File: src/rtl/mux_scan_sequencer_pkg.sv
// -----------------------------------------------------------------------------
// mux_scan_pkg
// Shared types and helpers for the 4:1 bit-mux scan sequencer.
//   CH_N     number of mux inputs scanned
//   state_t  sequencer FSM states (IDLE, SETTLE, HOLD)
//   ch2sel   channel index -> mux select code (the mux decodes s bit-reversed)
// -----------------------------------------------------------------------------
package mux_scan_pkg;

    localparam int CH_N = 4;

    typedef enum logic [1:0] {
        IDLE   = 2'b00,
        SETTLE = 2'b01,
        HOLD   = 2'b10
    } state_t;

    // The mux wires its s inputs bit-reversed, so channel k needs sel = {k[0],k[1]}.
    function automatic logic [1:0] ch2sel(input logic [1:0] ch);
        return {ch[0], ch[1]};
    endfunction

endpackage

File: src/rtl/mux_scan_sequencer_if.sv
// -----------------------------------------------------------------------------
// mux_scan_sequencer_if
// Valid/ready sample port of the scan sequencer.
//   smp_valid  sample available            (master -> slave)
//   smp_ready  downstream accepts sample   (slave  -> master)
//   smp_ch     channel index of the sample (master -> slave)
//   smp_bit    sampled mux output value    (master -> slave)
// -----------------------------------------------------------------------------
interface mux_scan_sequencer_if;

    logic       smp_valid;
    logic       smp_ready;
    logic [1:0] smp_ch;
    logic       smp_bit;

    modport master (
        output smp_valid,
        output smp_ch,
        output smp_bit,
        input  smp_ready
    );

    modport slave (
        input  smp_valid,
        input  smp_ch,
        input  smp_bit,
        output smp_ready
    );

endinterface

File: src/rtl/mux_scan_rr_pick.sv
// -----------------------------------------------------------------------------
// mux_scan_rr_pick
// Combinational round-robin picker: next set bit of mask strictly after cur,
// wrapping 3 -> 0. If cur is the only set bit, cur itself is returned.
// Calling with cur = 3 yields the lowest set bit.
//   mask  in  4  channel enable mask
//   cur   in  2  current channel
//   nxt   out 2  next enabled channel (cur when mask is empty)
//   none  out 1  mask has no bits set
// -----------------------------------------------------------------------------
module mux_scan_rr_pick
    import mux_scan_pkg::*;
(
    input  logic [CH_N-1:0] mask,
    input  logic [1:0]      cur,
    output logic [1:0]      nxt,
    output logic            none
);

    logic [1:0] nxt_s;
    logic [1:0] idx_s;

    // Walk offsets from farthest to nearest so the nearest enabled channel wins.
    always_comb begin
        nxt_s = cur;
        idx_s = cur;
        for (int i = CH_N; i >= 1; i--) begin
            idx_s = cur + i[1:0];
            nxt_s = mask[idx_s] ? idx_s : nxt_s;
        end
    end

    assign nxt  = nxt_s;
    assign none = (mask == {CH_N{1'b0}});

endmodule

File: src/rtl/mux_scan_sequencer.sv
// -----------------------------------------------------------------------------
// mux_scan_sequencer
// Scans enabled channels of a 4:1 bit mux round-robin. Each channel is held
// for DWELL cycles to settle, then the mux output is sampled and presented,
// tagged with its channel, on a valid/ready port.
//
// Optional feature macro: MUX_SCAN_OVERRUN_EN
//   undefined: the sampler waits in HOLD until the sample is accepted.
//   defined  : HOLD is skipped; an unaccepted sample is overwritten by the
//              next capture and the sticky overrun flag is raised.
//
// Parameters
//   DWELL    settle cycles per channel (1..255)
//   DWELL_W  dwell counter width, derived
// Ports
//   clk      clock, rising edge
//   rst      synchronous active-high reset
//   start    1-cycle pulse, begins scanning from IDLE
//   stop     level, scanning ends at the next sample boundary
//   ch_en    channel enable mask
//   sel      mux select code (bit-reversed channel index)
//   mux_o    mux output, sampled at the end of the dwell
//   busy     high whenever not IDLE
//   smp      sample port (master side)
//   overrun  sticky overrun flag (MUX_SCAN_OVERRUN_EN only)
// -----------------------------------------------------------------------------
module mux_scan_sequencer
    import mux_scan_pkg::*;
#(
    parameter int DWELL   = 4,
    parameter int DWELL_W = $clog2(DWELL + 1)
)
(
    input  logic            clk,
    input  logic            rst,
    input  logic            start,
    input  logic            stop,
    input  logic [CH_N-1:0] ch_en,
    output logic [1:0]      sel,
    input  logic            mux_o,
    output logic            busy,
    mux_scan_sequencer_if.master smp
`ifdef MUX_SCAN_OVERRUN_EN
    ,
    output logic            overrun
`endif
);

    localparam logic [DWELL_W-1:0] CNT_LAST = DWELL_W'(DWELL - 1);
    localparam logic [DWELL_W-1:0] CNT_ONE  = DWELL_W'(1);

    state_t             state_r;
    logic [1:0]         cur_r;
    logic [1:0]         sel_r;
    logic [DWELL_W-1:0] cnt_r;
    logic               valid_r;
    logic [1:0]         ch_r;
    logic               bit_r;
    logic               busy_r;
    logic               stop_pend_r;
`ifdef MUX_SCAN_OVERRUN_EN
    logic               overrun_r;
`endif

    logic [1:0]         pick_cur_s;
    logic [1:0]         pick_nxt_s;
    logic               pick_none_s;
    logic               hs_s;
    logic               end_s;

    // From IDLE search from channel 3 so the lowest enabled channel is found.
    assign pick_cur_s = (state_r == IDLE) ? 2'd3 : cur_r;

    mux_scan_rr_pick u_pick (
        .mask (ch_en),
        .cur  (pick_cur_s),
        .nxt  (pick_nxt_s),
        .none (pick_none_s)
    );

    assign hs_s = valid_r & smp.smp_ready;
    // A stop seen at any point during the dwell (latched) or now ends the scan.
    assign end_s = stop | stop_pend_r | pick_none_s;

    // Sequencer FSM with dwell counter, sample register and status outputs.
    always_ff @(posedge clk) begin
        if (rst) begin
            state_r     <= IDLE;
            cur_r       <= 2'd0;
            sel_r       <= 2'b00;
            cnt_r       <= {DWELL_W{1'b0}};
            valid_r     <= 1'b0;
            ch_r        <= 2'd0;
            bit_r       <= 1'b0;
            busy_r      <= 1'b0;
            stop_pend_r <= 1'b0;
`ifdef MUX_SCAN_OVERRUN_EN
            overrun_r   <= 1'b0;
`endif
        end else begin
            case (state_r)
                IDLE: begin
                    stop_pend_r <= 1'b0;
                    if (hs_s) begin
                        valid_r <= 1'b0;
                    end
                    if (start && !stop && !pick_none_s) begin
                        cur_r   <= pick_nxt_s;
                        sel_r   <= ch2sel(pick_nxt_s);
                        cnt_r   <= {DWELL_W{1'b0}};
                        busy_r  <= 1'b1;
                        state_r <= SETTLE;
`ifdef MUX_SCAN_OVERRUN_EN
                        overrun_r <= 1'b0;
`endif
                    end
                end

                SETTLE: begin
                    if (stop) begin
                        stop_pend_r <= 1'b1;
                    end
                    if (cnt_r == CNT_LAST) begin
                        bit_r   <= mux_o;
                        ch_r    <= cur_r;
                        valid_r <= 1'b1;
`ifdef MUX_SCAN_OVERRUN_EN
                        // Old sample still pending and not taken this cycle: it is lost.
                        if (valid_r && !smp.smp_ready) begin
                            overrun_r <= 1'b1;
                        end
                        if (end_s) begin
                            state_r     <= IDLE;
                            busy_r      <= 1'b0;
                            stop_pend_r <= 1'b0;
                        end else begin
                            cur_r <= pick_nxt_s;
                            sel_r <= ch2sel(pick_nxt_s);
                            cnt_r <= {DWELL_W{1'b0}};
                        end
`else
                        cnt_r   <= {DWELL_W{1'b0}};
                        state_r <= HOLD;
`endif
                    end else begin
                        cnt_r <= cnt_r + CNT_ONE;
                        if (hs_s) begin
                            valid_r <= 1'b0;
                        end
                    end
                end

                HOLD: begin
                    if (stop) begin
                        stop_pend_r <= 1'b1;
                    end
                    if (hs_s) begin
                        valid_r <= 1'b0;
                        if (end_s) begin
                            state_r     <= IDLE;
                            busy_r      <= 1'b0;
                            stop_pend_r <= 1'b0;
                        end else begin
                            cur_r   <= pick_nxt_s;
                            sel_r   <= ch2sel(pick_nxt_s);
                            cnt_r   <= {DWELL_W{1'b0}};
                            state_r <= SETTLE;
                        end
                    end
                end

                default: begin
                    state_r <= IDLE;
                    busy_r  <= 1'b0;
                    valid_r <= 1'b0;
                end
            endcase
        end
    end

    assign sel           = sel_r;
    assign busy          = busy_r;
    assign smp.smp_valid = valid_r;
    assign smp.smp_ch    = ch_r;
    assign smp.smp_bit   = bit_r;
`ifdef MUX_SCAN_OVERRUN_EN
    assign overrun       = overrun_r;
`endif

endmodule

File: src/flat_wrapper.sv
// flat-port wrapper written by rule: the top's interface ports become plain ports
module mux_scan_sequencer_flat import mux_scan_pkg::*;
#(
    parameter int DWELL   = 4,
    parameter int DWELL_W = $clog2(DWELL + 1)
)
  (clk, rst, start, stop, ch_en, sel, mux_o, busy, smp_smp_valid, smp_smp_ch, smp_smp_bit, smp_smp_ready);
  mux_scan_sequencer_if smp_i ();
  input  logic clk;
  input  logic rst;
  input  logic start;
  input  logic stop;
  input  logic [CH_N-1:0] ch_en;
  output logic [1:0] sel;
  input  logic mux_o;
  output logic busy;
  output wire logic [$bits(smp_i.smp_valid)-1:0] smp_smp_valid;
  output wire logic [$bits(smp_i.smp_ch)-1:0] smp_smp_ch;
  output wire logic [$bits(smp_i.smp_bit)-1:0] smp_smp_bit;
  input wire logic [$bits(smp_i.smp_ready)-1:0] smp_smp_ready;
  assign smp_smp_valid = smp_i.smp_valid;
  assign smp_smp_ch = smp_i.smp_ch;
  assign smp_smp_bit = smp_i.smp_bit;
  assign smp_i.smp_ready = smp_smp_ready;
  mux_scan_sequencer #(.DWELL(DWELL), .DWELL_W(DWELL_W)) u_core (.clk(clk), .rst(rst), .start(start), .stop(stop), .ch_en(ch_en), .sel(sel), .mux_o(mux_o), .busy(busy), .smp(smp_i));
endmodule
File: config.mk
export PLATFORM = sky130hd
export DESIGN_NAME = mux_scan_sequencer_flat
export DESIGN_NICKNAME = d
export VERILOG_FILES = /design/src/rtl/mux_scan_sequencer_pkg.sv /design/src/rtl/mux_scan_sequencer_if.sv /design/src/rtl/mux_scan_rr_pick.sv /design/src/rtl/mux_scan_sequencer.sv /design/src/flat_wrapper.sv
export SDC_FILE = /design/constraint.sdc
export NUM_CORES = 1
export LEC_CHECK = 0
export CORE_MARGIN = 4
export CORE_UTILIZATION = 38
export DETAILED_ROUTE_END_ITERATION = 10
export PLACE_DENSITY_LB_ADDON = 0.2
export RECOVER_POWER = 100
export SYNTH_ARGS = -nofsm -noshare
export SYNTH_HDL_FRONTEND = slang
export SYNTH_HIERARCHICAL = 1
export SYNTH_SLANG_ARGS = --single-unit
File: constraint.sdc
create_clock -name clk -period 3.3 [get_ports clk]
set_clock_uncertainty 0.2 [all_clocks]
set_input_delay 0.495 -clock clk [delete_from_list [all_inputs] [get_ports clk]]
set_output_delay 0.495 -clock clk [all_outputs]
set_load 0.02 [all_outputs]
==> impl_results.md <==
* Initial antenna violation count at 0
* H-Tree Depth at 1
* Synth-to-Final Area Change at 21.4%
* Post-route clock period utilization at 75.1%
* R2R Path End: u_core/sel[0]
* Max Clk Rate at 403 MHz
* Largest net degree at the start of global routing at 19
* Synth Cell Area at 860 um2
* Critical path peak fanout at 6
* Reg-to-Reg Start: u_core/state_r[0]
* Vias per cell at 5.33
* Reg-to-reg slack, setup at 1.01 ns
* Post-Synthesis Cells at 93
* Distinct cell type count after synthesis at 31
* #FFs+latches synth at 13
* Unrepaired setup endpoints after global routing: no
* Status: complete, no violations
* Syn_nets at 109
* Max cap viols at 0
* Internal power at 0.338 mW
* Die X at 55.6 um
* Synth Warn # at 6
* Final setup fails at 0
* Port bufs at 16
* Most used DFF post-synth: dfxtp_1
* Number of diodes at 0
* Crit path launch: ch_en[3]
* Logic pwr share at 44.8%
* Post-CTS Setup Bufs at 0
* Power Density at 512 nW/um2
* # rows at 16
* Synth top area cells: dfxtp_1 (30%), mux2i_1 (10%), nand2b_1 (9.5%)
* Final antenna-violating net count at 0
* Post-cts gate resize count at 0
* Peak VDD IR at 0.271 mV
* Final TNS setup at 0 ns
* Clk Latency, worst-skew pair at 0.28 ns
* Layout Cells excl Fill at 135
* Clock power share at 18.6%
* Commonest cells in the synthesized netlist: dfxtp_1 (13), nand2b_1 (13), mux2i_1 (9)
* Gr usage total at 13.3%
* Dpl hpwl at 1330 um
* Dominant cell type by area after synthesis: dfxtp_1
* Slowest-stage cell, CP: dlygate4sd3_1
* Leakage at 0.433 nW
* Worst setup endpoint: u_core/sel[0]
* First-pass GRT wire length at 3260 um
* DR iter-0 viols at 17
* First-pass iteration count of the detailed router at 4
* TritonCTS clock tree: yes
* Slew Limit Fails at 0
* Vias at 720
* NetSw at 0.197 mW
* Layout cells sized above 1 at 6.48%
* WHS Path Cells at 2
* Clock sinks at 13
* Hold Fails Final Rpt at 0
* Worst Hold Class: reg2reg
* CP top delay family: simple AND/OR/NAND/NOR gates
* CTS buffer count at 3
* Clock-pin slew on the worst setup and hold paths at 0.07 ns
* Routed len/inst at 13.6 um
* Clock Tree Root: clkbuf_4
* Crit-path max cell delay at 0.61 ns
* Synth top area share at 30.3%
* Starting Density at 41.7%
* Cts hold-fix bufs at 0
* Clock buffer depth at 2
* CP Buf/Inv Count at 1
* IO Count at 17
* Worst slew pin tran at 1.01 ns
* Total congestion overflow at 0
* DP Cell Count at 131
* Die footprint at 3090 um2
* Share of power burned in registers at 36.6%
* Sw Ratio at 36.8%
* Vias in the first global route at 705
* Post-synthesis async set-or-reset flop share at 0%
* Critical path depth at 5
* Layout Utilization at 50.6%
* Req. time, crit path at 3.30 ns
* Core area at 2060 um2
* Period minus WS final at 2.48 ns
* Die H at 55.6 um
* Final #Nets at 125
* Drt drc at 0
* Critical Path AT at 2.48 ns
* FF-to-FF path depth at 5
* Post-synth EDFFs at 0
* Critical Path End Type: flip-flop
* Mean Syn Cell Area at 9.24 um2
* Final WL at 1840 um
* Sequential fraction of the synthesis area at 30.3%
* Placer Congestion at 0.733
* Crit path launch type: input pin
* Critical path class: in2reg
* CP cell instances: dlygate4sd3_1 > nor4_1 > or3b_1 > a221oi_1 > mux2i_1
* Max-slew headroom at 32.1%
## worst min-delay path: stages (launching register included)
cell,delay [ns]
dfxtp_1,0.32
nand2b_1,0.06
a21oi_1,0.04
## cells by family after synthesis
kind of cell	share of synthesized area (%)
multiplexers	10.5
AND/OR/NAND/NOR	22.3
flip-flops	30.3
adder cells (fa/ha/maj)	8.73
buffers and inverters	6.11
AO/OA/AOI/OAI	22.1
## placed cells by master (no fill, tap or decap), drive strengths merged
master | netlist | layout
o22ai | 1 | 1
nor4 | 1 | 1
a221oi | 3 | 3
o21ai | 2 | 2
dfxtp | 13 | 13
a21oi | 4 | 4
or4b | 1 | 1
nor2 | 6 | 6
inv | 7 | 7
a21boi | 1 | 1
o31a | 1 | 1
or3b | 1 | 1
clkbuf | 4 | 4
ha | 6 | 6
a31oi | 1 | 1
dlygate4sd3 | 0 | 8
a211o | 1 | 1
nand3 | 1 | 1
a211oi | 3 | 3
a2111o | 1 | 1
mux2i | 9 | 9
a2111oi | 2 | 2
nor3 | 3 | 3
nand2b | 13 | 13
nor4b | 1 | 1
a221o | 1 | 1
nand3b | 2 | 2
clkdlybuf4s50 | 0 | 8
nor2b | 1 | 1
or2 | 2 | 2
## registers in the layout (all words and copies together) (netlist names)
| name | cells |
|---|---|
| u_core/cnt_r | 3 |
| u_core/smp.smp_ch | 2 |
| u_core/state_r | 2 |
| u_core/busy | 1 |
| u_core/cur_r | 1 |
| u_core/sel | 1 |
| u_core/smp.smp_bit | 1 |
| u_core/smp.smp_valid | 1 |
| u_core/stop_pend_r | 1 |
## per-layer routing
metal / track usage, % / up-vias / share of wire [%]
met3: 5.36 / 2 / 6.2
met5: 0 / - / 0
li1: - / 366 / -
met4: 6.25 / 0 / 0.81
met1: 18.2 / 335 / 50
met2: 17.9 / 17 / 43
## stage by stage
stage,power (mW),cell area [um2],hold slack (ns),worst slack (ns)
global route,0.581,1040,0.308,0.736
detailed placement,0.447,1030,0.252,0.621
finish,0.534,1040,0.260,0.821
floorplan,0.381,860,0.229,1.17
CTS,0.550,1050,0.263,0.928
global placement,0.440,1030,0.247,0.685
## power groups by stage
stage / Clock (mW) / Sequential [mW] / Combinational [mW]
after floorplan: 0 / 0.210 / 0.171
after global placement: 0 / 0.199 / 0.241
after detailed placement: 0 / 0.199 / 0.248
after CTS: 0.106 / 0.196 / 0.248
after global routing: 0.118 / 0.200 / 0.262
final: 0.0995 / 0.195 / 0.239
## how the worst min path moves through the flow
stage | from | end | slack (ns)
2_1_floorplan | u_core/cnt_r[2] | u_core/cnt_r[2] | 0.23
3_3_place_gp | u_core/cnt_r[2] | u_core/cnt_r[2] | 0.25
3_5_place_dp | u_core/cnt_r[2] | u_core/cnt_r[2] | 0.25
4_1_cts | u_core/cnt_r[2] | u_core/cnt_r[2] | 0.26
5_1_grt | u_core/cnt_r[2] | u_core/cnt_r[2] | 0.31
6_report | u_core/cnt_r[2] | u_core/cnt_r[2] | 0.26
## final cells by class
cell class                      count  area [um2]
Multi-Input combinational cell     68         537
Timing Repair Buffer               16         160
Sequential cell                    13         260
Tap cell                           27        33.8
Inverter                            7        26.3
Clock buffer                        4        26.3
Fill cell                         199        1020
Note: power is estimated with default switching activity, not from simulation.
